`config.mk`:
```
export PLATFORM = sky130hd
export DESIGN_NAME = mod53_residue_accumulator_flat
export DESIGN_NICKNAME = d
export VERILOG_FILES = /design/src/rtl/mod53_residue_accumulator_if.sv /design/src/rtl/mod53_residue_accumulator.sv /design/src/flat_wrapper.sv
export SDC_FILE = /design/constraint.sdc
export NUM_CORES = 1
export LEC_CHECK = 0
export BUFFER_PORTS_ARGS = -buffer_cell sky130_fd_sc_hd__buf_2
export CAP_MARGIN = 10
export CORE_MARGIN = 3
export CORE_UTILIZATION = 25
export CTS_CLUSTER_DIAMETER = 60
export DETAILED_ROUTE_END_ITERATION = 6
export GPL_ROUTABILITY_DRIVEN = 0
export PLACE_DENSITY = 0.45
export SYNTH_ARGS = -nofsm -noshare
export SYNTH_HDL_FRONTEND = slang
export SYNTH_SLANG_ARGS = --single-unit
```
`constraint.sdc`:
```
create_clock -name clk -period 3.3 [get_ports clk]
set_clock_uncertainty 0.1 [all_clocks]
set_input_delay 0.495 -clock clk [delete_from_list [all_inputs] [get_ports clk]]
set_output_delay 0.495 -clock clk [all_outputs]
set_load 0.005 [all_outputs]
```
`src/rtl/mod53_residue_accumulator_if.sv`:
```
`default_nettype none
// ============================================================================
// Module      : mod53_residue_accumulator_if
// Description : Residue beat input and frame result output handshakes for the
//               mod-53 residue accumulator.
// Revision    : 1.0
// ============================================================================
interface mod53_residue_accumulator_if #(
    parameter int CNT_W = 5
);
    logic             in_valid;
    logic             in_ready;
    logic [5:0]       in_data;
    logic             in_last;
    logic             out_valid;
    logic             out_ready;
    logic [5:0]       out_data;
    logic [CNT_W-1:0] out_count;
    logic             err;

    modport master (
        output in_valid, in_data, in_last, out_ready,
        input  in_ready, out_valid, out_data, out_count, err
    );

    modport slave (
        input  in_valid, in_data, in_last, out_ready,
        output in_ready, out_valid, out_data, out_count, err
    );
endinterface
`default_nettype wire

```
`src/rtl/mod53_residue_accumulator.sv`:
```
`default_nettype none
// ============================================================================
// Module      : mod53_residue_accumulator
// Description : Folds a frame of 6-bit chunk residues into one residue mod 53
//               and reports it with the frame's saturating beat count.
//               Optional input range check: MOD53_RANGE_CHECK_EN.
// Revision    : 1.0
// ============================================================================
module mod53_residue_accumulator #(
    parameter int MOD   = 53,
    parameter int CNT_W = 5
) (
    input  wire logic                   clk,
    input  wire logic                   rst_n,
    mod53_residue_accumulator_if.slave  s_bus
);
    typedef enum logic [0:0] {
        ST_ACC  = 1'b0,
        ST_HOLD = 1'b1
    } state_t;

    localparam logic [6:0]       c_MOD7    = 7'(MOD);
    localparam logic [5:0]       c_MOD6    = 6'(MOD);
    localparam logic [CNT_W-1:0] c_CNT_MAX = {CNT_W{1'b1}};

    state_t           r_state;
    state_t           w_state_next;
    logic [5:0]       r_acc;
    logic [5:0]       w_acc_next;
    logic [CNT_W-1:0] r_cnt;
    logic [CNT_W-1:0] w_cnt_next;
    logic [5:0]       r_out_data;
    logic [5:0]       w_out_data_next;
    logic [CNT_W-1:0] r_out_count;
    logic [CNT_W-1:0] w_out_count_next;

    logic             w_accept;
    logic [5:0]       w_beat;
    logic [6:0]       w_sum;
    logic [5:0]       w_sum_red;
    logic [CNT_W-1:0] w_cnt_inc;

    assign w_accept = s_bus.in_valid & (r_state == ST_ACC);

`ifdef MOD53_RANGE_CHECK_EN
    logic w_oor;
    logic r_err;

    assign w_oor  = (s_bus.in_data >= c_MOD6);
    assign w_beat = w_oor ? (s_bus.in_data - c_MOD6) : s_bus.in_data;

    always_ff @(posedge clk or negedge rst_n) begin
        if (!rst_n) begin
            r_err <= 1'b0;
        end else if (w_accept && w_oor) begin
            r_err <= 1'b1;
        end
    end

    assign s_bus.err = r_err;
`else
    assign w_beat    = s_bus.in_data;
    assign s_bus.err = 1'b0;
`endif

    // Sum never exceeds 104, so one conditional subtract is enough; the low six
    // bits of (sum - MOD) equal the full difference because it stays below 64.
    assign w_sum     = {1'b0, r_acc} + {1'b0, w_beat};
    assign w_sum_red = (w_sum >= c_MOD7) ? (w_sum[5:0] - c_MOD6) : w_sum[5:0];
    assign w_cnt_inc = (r_cnt == c_CNT_MAX) ? r_cnt : (r_cnt + CNT_W'(1));

    always_comb begin
        w_state_next     = r_state;
        w_acc_next       = r_acc;
        w_cnt_next       = r_cnt;
        w_out_data_next  = r_out_data;
        w_out_count_next = r_out_count;
        case (r_state)
            ST_ACC: begin
                if (w_accept) begin
                    if (s_bus.in_last) begin
                        w_out_data_next  = w_sum_red;
                        w_out_count_next = w_cnt_inc;
                        w_acc_next       = '0;
                        w_cnt_next       = '0;
                        w_state_next     = ST_HOLD;
                    end else begin
                        w_acc_next       = w_sum_red;
                        w_cnt_next       = w_cnt_inc;
                    end
                end
            end
            ST_HOLD: begin
                if (s_bus.out_ready) begin
                    w_state_next = ST_ACC;
                end
            end
            default: begin
                w_state_next = ST_ACC;
            end
        endcase
    end

    always_ff @(posedge clk or negedge rst_n) begin
        if (!rst_n) begin
            r_state     <= ST_ACC;
            r_acc       <= '0;
            r_cnt       <= '0;
            r_out_data  <= '0;
            r_out_count <= '0;
        end else begin
            r_state     <= w_state_next;
            r_acc       <= w_acc_next;
            r_cnt       <= w_cnt_next;
            r_out_data  <= w_out_data_next;
            r_out_count <= w_out_count_next;
        end
    end

    // Both handshake flags decode the state register only, so out_ready never
    // reaches in_ready combinationally.
    assign s_bus.in_ready  = (r_state == ST_ACC);
    assign s_bus.out_valid = (r_state == ST_HOLD);
    assign s_bus.out_data  = r_out_data;
    assign s_bus.out_count = r_out_count;
endmodule
`default_nettype wire

```
`src/flat_wrapper.sv`:
```
// flat-port wrapper written by rule: the top's interface ports become plain ports
module mod53_residue_accumulator_flat 
#(
    parameter int MOD   = 53,
    parameter int CNT_W = 5
)
  (clk, rst_n, s_bus_in_valid, s_bus_in_data, s_bus_in_last, s_bus_out_ready, s_bus_in_ready, s_bus_out_valid, s_bus_out_data, s_bus_out_count, s_bus_err);
  mod53_residue_accumulator_if #(.CNT_W(CNT_W)) s_bus_i ();
  input  wire logic clk;
  input  wire logic rst_n;
  input wire logic [$bits(s_bus_i.in_valid)-1:0] s_bus_in_valid;
  input wire logic [$bits(s_bus_i.in_data)-1:0] s_bus_in_data;
  input wire logic [$bits(s_bus_i.in_last)-1:0] s_bus_in_last;
  input wire logic [$bits(s_bus_i.out_ready)-1:0] s_bus_out_ready;
  output wire logic [$bits(s_bus_i.in_ready)-1:0] s_bus_in_ready;
  output wire logic [$bits(s_bus_i.out_valid)-1:0] s_bus_out_valid;
  output wire logic [$bits(s_bus_i.out_data)-1:0] s_bus_out_data;
  output wire logic [$bits(s_bus_i.out_count)-1:0] s_bus_out_count;
  output wire logic [$bits(s_bus_i.err)-1:0] s_bus_err;
  assign s_bus_i.in_valid = s_bus_in_valid;
  assign s_bus_i.in_data = s_bus_in_data;
  assign s_bus_i.in_last = s_bus_in_last;
  assign s_bus_i.out_ready = s_bus_out_ready;
  assign s_bus_in_ready = s_bus_i.in_ready;
  assign s_bus_out_valid = s_bus_i.out_valid;
  assign s_bus_out_data = s_bus_i.out_data;
  assign s_bus_out_count = s_bus_i.out_count;
  assign s_bus_err = s_bus_i.err;
  mod53_residue_accumulator #(.MOD(MOD), .CNT_W(CNT_W)) u_core (.clk(clk), .rst_n(rst_n), .s_bus(s_bus_i));
endmodule
```
# == Word level (Yosys, flattened, before mapping) ==
# Cells that the tools add are included.
# classes
addsub,3
order_cmp,1
n_eq_ne,1
reduce_logical,2
muxes,8
bitwise_logic,2
# ops
operator,n
2-to-1 mux 6 bit,2
2-to-1 mux 5 bit,2
adder 6 x 6 -> 7 bit,1
greater-or-equal comparator 7 x 6 -> 1 bit (second input constant),1
subtractor 6 bit (second input constant),1
adder 5 x 1 -> 5 bit (second input constant),1
== test 5 bit (second input constant),1
2-to-1 mux 1 bit,3
AND reduction 3 bit,1
case mux 1 bit (2 select lines),1
AND reduction 2 bit,1
AND 1 bit,1
NOT 1 bit,1
# totals
in_bits,11
elab_cells,22
ff_bits,23

# == Depth between registers and ports, before layout ==
# logic_depth
ltp_word,4
mapped_depth,9
depth_no_buf,9

# == Least setup slack after synthesis ==
# No wires, ideal clock.
# synth_timing
path_kind,input port to flip-flop
startpoint,in s_bus_in_data[0]
endpoint,"reg u_core.r_out_data[2], in the netlist u_core.s_bus.out_data[2]"
required_ns,3.075
cell_stages,9
n_path_buf,0
arrival_ns,2.552
path_slack_ns,0.523
cell_sequence,ha_1 inv_1 fa_1 nand2b_2 a21o_2 a311oi_2 o41ai_2 xnor2_1 mux2_2
# synth_between
elab_chain_cells,3
word_cells_on_any_way,4
# synth_lines
item,line_no,source
from (decl),flat_wrapper.sv:12,input wire logic [$bits(s_bus_i.in_data)-1:0] s_bus_in_data;
adder 6 x 6 -> 7 bit (*),mod53_residue_accumulator.sv:68,"assign w_sum = {1'b0, r_acc} + {1'b0, w_beat};"
subtractor 6 bit or greater-or-equal comparator 7 x 6 -> 1 bit (tied branches),mod53_residue_accumulator.sv:69,assign w_sum_red = (w_sum >= c_MOD7) ? (w_sum[5:0] - c_MOD6) : w_sum[5:0];
2-to-1 mux 6 bit (*),mod53_residue_accumulator.sv:69,
to (signal assigned),mod53_residue_accumulator.sv:115,r_out_data <= w_out_data_next;
to (decl),mod53_residue_accumulator.sv:32,logic [5:0] r_out_data;
# Every way passes the cells marked *; elsewhere a longest branch is shown, timed or not.
# A chain may end at the register's enable or synchronous reset.

# == Worst setup path after layout ==
# layout_timing
startpoint,reg u_core.r_acc[0]
endpoint,"reg u_core.r_out_data[1], in the netlist u_core.s_bus.out_data[1]"
# layout_between
elab_chain_cells,3
word_cells_on_any_way,4
# layout_lines
item,line_no,source
from (decl),mod53_residue_accumulator.sv:28,logic [5:0] r_acc;
from (signal assigned),mod53_residue_accumulator.sv:113,r_acc <= w_acc_next;
adder 6 x 6 -> 7 bit (*),mod53_residue_accumulator.sv:68,
subtractor 6 bit or greater-or-equal comparator 7 x 6 -> 1 bit (tied branches),mod53_residue_accumulator.sv:69,
2-to-1 mux 6 bit (*),mod53_residue_accumulator.sv:69,
# Marked as above.

==> impl_metrics.yaml <==
floorplanning:
  initial_core_util_pct: 26.8
  die_w_um: 84.2
  die_area_sq_um: 7100
  ioPinCount: 25
  fp-row-count: 27
  coreArea_sq_um: 5710
  die_h_um: 84.2
sta:
  setup_tns_ps: 0
  max_freq_mhz: 349
  relSlewSlack_pct: 60.6
  fin_crit_ps: 2860
  worstMarginPinSlew_ps: 589
  hold_violations: 0
  setup_viol: 0
  rsz0062_at_grt: "no"
  post-route-period-util_pct: 86.8
  drv_slew: 0
yosys:
  yosys.cell_types.count: 48
  yosys_warnings: 0
  synth-seq-cells: 23
  ys_seq_area_share_pct: 37.6
  synth_area_sq_um: 1530
  synth_cells: 150
  syn_nets: 171
  syn_avg_cell_area_sq_um: 10.2
global_routing:
  antenna_found_initial: 0
  grt-ovfl-total: 0
  grt_max_degree: 24
  grt_pass1_vias: 1273
  grt_first_pass_wirelength_um: 5940
  track_usage_pct: 10.1
cts:
  cts_tree: "done"
  cts_setup_buffers: 0
  clk_latency_ps: 260
  clockRootBuffer: "clkbuf_8"
  cts_made_buffers: 3
  ctsResizeCount: 0
  cts_hold_buf: 0
  h-tree-depth: 1
  clockBufferDepth: 2
  clk_pin_slew_ps: 80
  cts_sinks: 23
finish:
  area_growth_syn_to_layout_pct: 13.9
  final_cell_mix: "buf_2, dfrtp_1, nand2_1"
  drive_above_1_share_pct: 28.5
  nets: 194
  fin_cells: 244
  utilization_pct: 30.5
  fillers: 625
  diodes: 0
detailed_routing:
  drt_iter0_markers: 55
  routed_wl_um: 3460
  wl_per_cell_um: 14.2
  drc: 0
  via_count: 1207
  drtPass1Iterations: 4
  antenna_left: 0
  vias_per_cell: 4.95
run_status:
  status: "finished, final reports clean"
critical_path:
  cp-start-kind: "register"
  end_kind: "register"
  crit_family: "compound AO/OA/AOI/OAI gates"
  critPathLaunch: "u_core.r_acc[0]"
  crit_slowest_cell: "a311oi_2"
  arrival_ps: 2910
  r2r_start: "u_core.r_acc[0]"
  crit_buf_inv: 1
  reg2reg_depth: 9
  cpPeakStageDelay_ps: 480
  crit_chain: "ha_1, inv_1, fa_1, nand2b_2, a21o_2, a311oi_2, o31ai_4, mux2i_1, mux2_2"
  cp_max_fo: 4
  cp.required_ps: 3350
  reg2reg_to: "u_core.s_bus.out_data[1]"
  critical_path_class: "reg -> reg"
  r2r_slack_ps: 440
power_and_ir_drop:
  cellPowerDensity_nw_per_um2: 912
  ir_drop_v: 0.000271
  finalPower_uw: 1590
  p_leak_uw: 0.000798
run:
  maxCapViolations: 0
min_path:
  hp-class: "in -> async"
placement:
  io_buffer_count: 23
  hpwlAfterDp_um: 2660
  placed_cells: 240
## worst reg2reg max path, stage by stage, from the launching register on
cell	delay, ps
dfrtp_1	370
ha_1	190
inv_1	60
fa_1	420
nand2b_2	260
a21o_2	260
a311oi_2	480
o31ai_4	170
mux2i_1	170
mux2_2	270
## kinds of logic after synthesis
| logic type | synth area share (%) |
|---|---|
| fa+ha+maj | 8.67 |
| other cells | 0.245 |
| mux | 4.99 |
| compound gates | 26.3 |
| buf+inv | 4.42 |
| xor+xnor | 5.72 |
| flops | 37.6 |
| simple gates | 12.0 |
## synth_stat cells, drive strengths merged
library cell  count  share of area, %
a32o              1              0.65
nor2             10               2.6
nand2            18               4.6
nand3             1              0.33
clkbuf            2              0.49
ha                9               7.4
a311oi            2               2.0
or3               2              0.82
a21o              3               1.6
a2111oi           2               2.8
xnor2             7               4.0
nand2b            1              0.57
a41oi             1              0.57
xor2              3               1.7
o21a              1              0.49
or2b              1              0.57
mux2              5               3.7
a31o              1              0.57
or2               1              0.41
o31ai             4               3.2
a22o              4               2.4
fa                1               1.3
nor3              1              0.33
inv               8               2.0
mux2i             2               1.3
o21ai            11               3.6
and2b             1              0.57
dfrtp            23                38
nor2b             2              0.82
conb              1              0.25
buf               3               2.0
o41ai             2               2.1
o211ai            1              0.49
o21bai            3               1.5
a211oi            2               1.3
and3              1              0.41
a21oi             8               2.6
a22oi             1              0.49
## state kept, by name (all words and copies together), names as in the netlist
name / cells
u_core.r_acc: 6
u_core.r_cnt: 5
u_core.s_bus.out_count: 5
u_core.s_bus.out_data: 6
u_core.s_bus.out_valid: 1
## routing by layer
metal | global-route usage (%) | share of wire [%] | vias up
met5 | 0 | 0 | -
met4 | 2.92 | 1.0 | 0
li1 | - | - | 582
met3 | 1.96 | 3.8 | 6
met2 | 16.9 | 48 | 26
met1 | 13.2 | 47 | 593
## area by class of cell
class	instances	area, sq um	area share [%]
Timing Repair Buffer	23	115	6.60
Inverter	8	30.0	1.72
Sequential cell	23	576	33.0
Clock buffer	4	45.0	2.58
Multi-Input combinational cell	114	887	50.9
Tap cell	72	90.1	5.17
## power breakdown
part,internal (uW),total [uW],leakage [uW],switching (uW)
clock,86.1,174,0.0000228,88.1
combinational,430,981,0.000477,550
sequential,375,434,0.000299,59.9
total,891,1590,0.000798,698
## how the worst max path moves through the flow
stage / endpoint / slack (ps) / depth (start not counted)
5_1_grt: u_core.s_bus.out_data[2] / 290 / 9
6_report: u_core.s_bus.out_data[1] / 440 / 9
3_3_place_gp: u_core.s_bus.out_data[2] / 290 / 10
4_1_cts: u_core.s_bus.out_data[2] / 420 / 9
2_1_floorplan: u_core.s_bus.out_data[2] / 520 / 9
3_5_place_dp: u_core.s_bus.out_data[2] / 230 / 10
## through the flow
step / instance area, sq um / setup WS, ps / hold WS, ps
floorplan: 1530 / 523 / 99.4
global placement: 1700 / 286 / 362
detailed placement: 1700 / 228 / 369
CTS: 1740 / 420 / 119
global route: 1740 / 294 / 137
finish: 1740 / 437 / 102
Note: power is estimated with default switching activity, not from simulation.
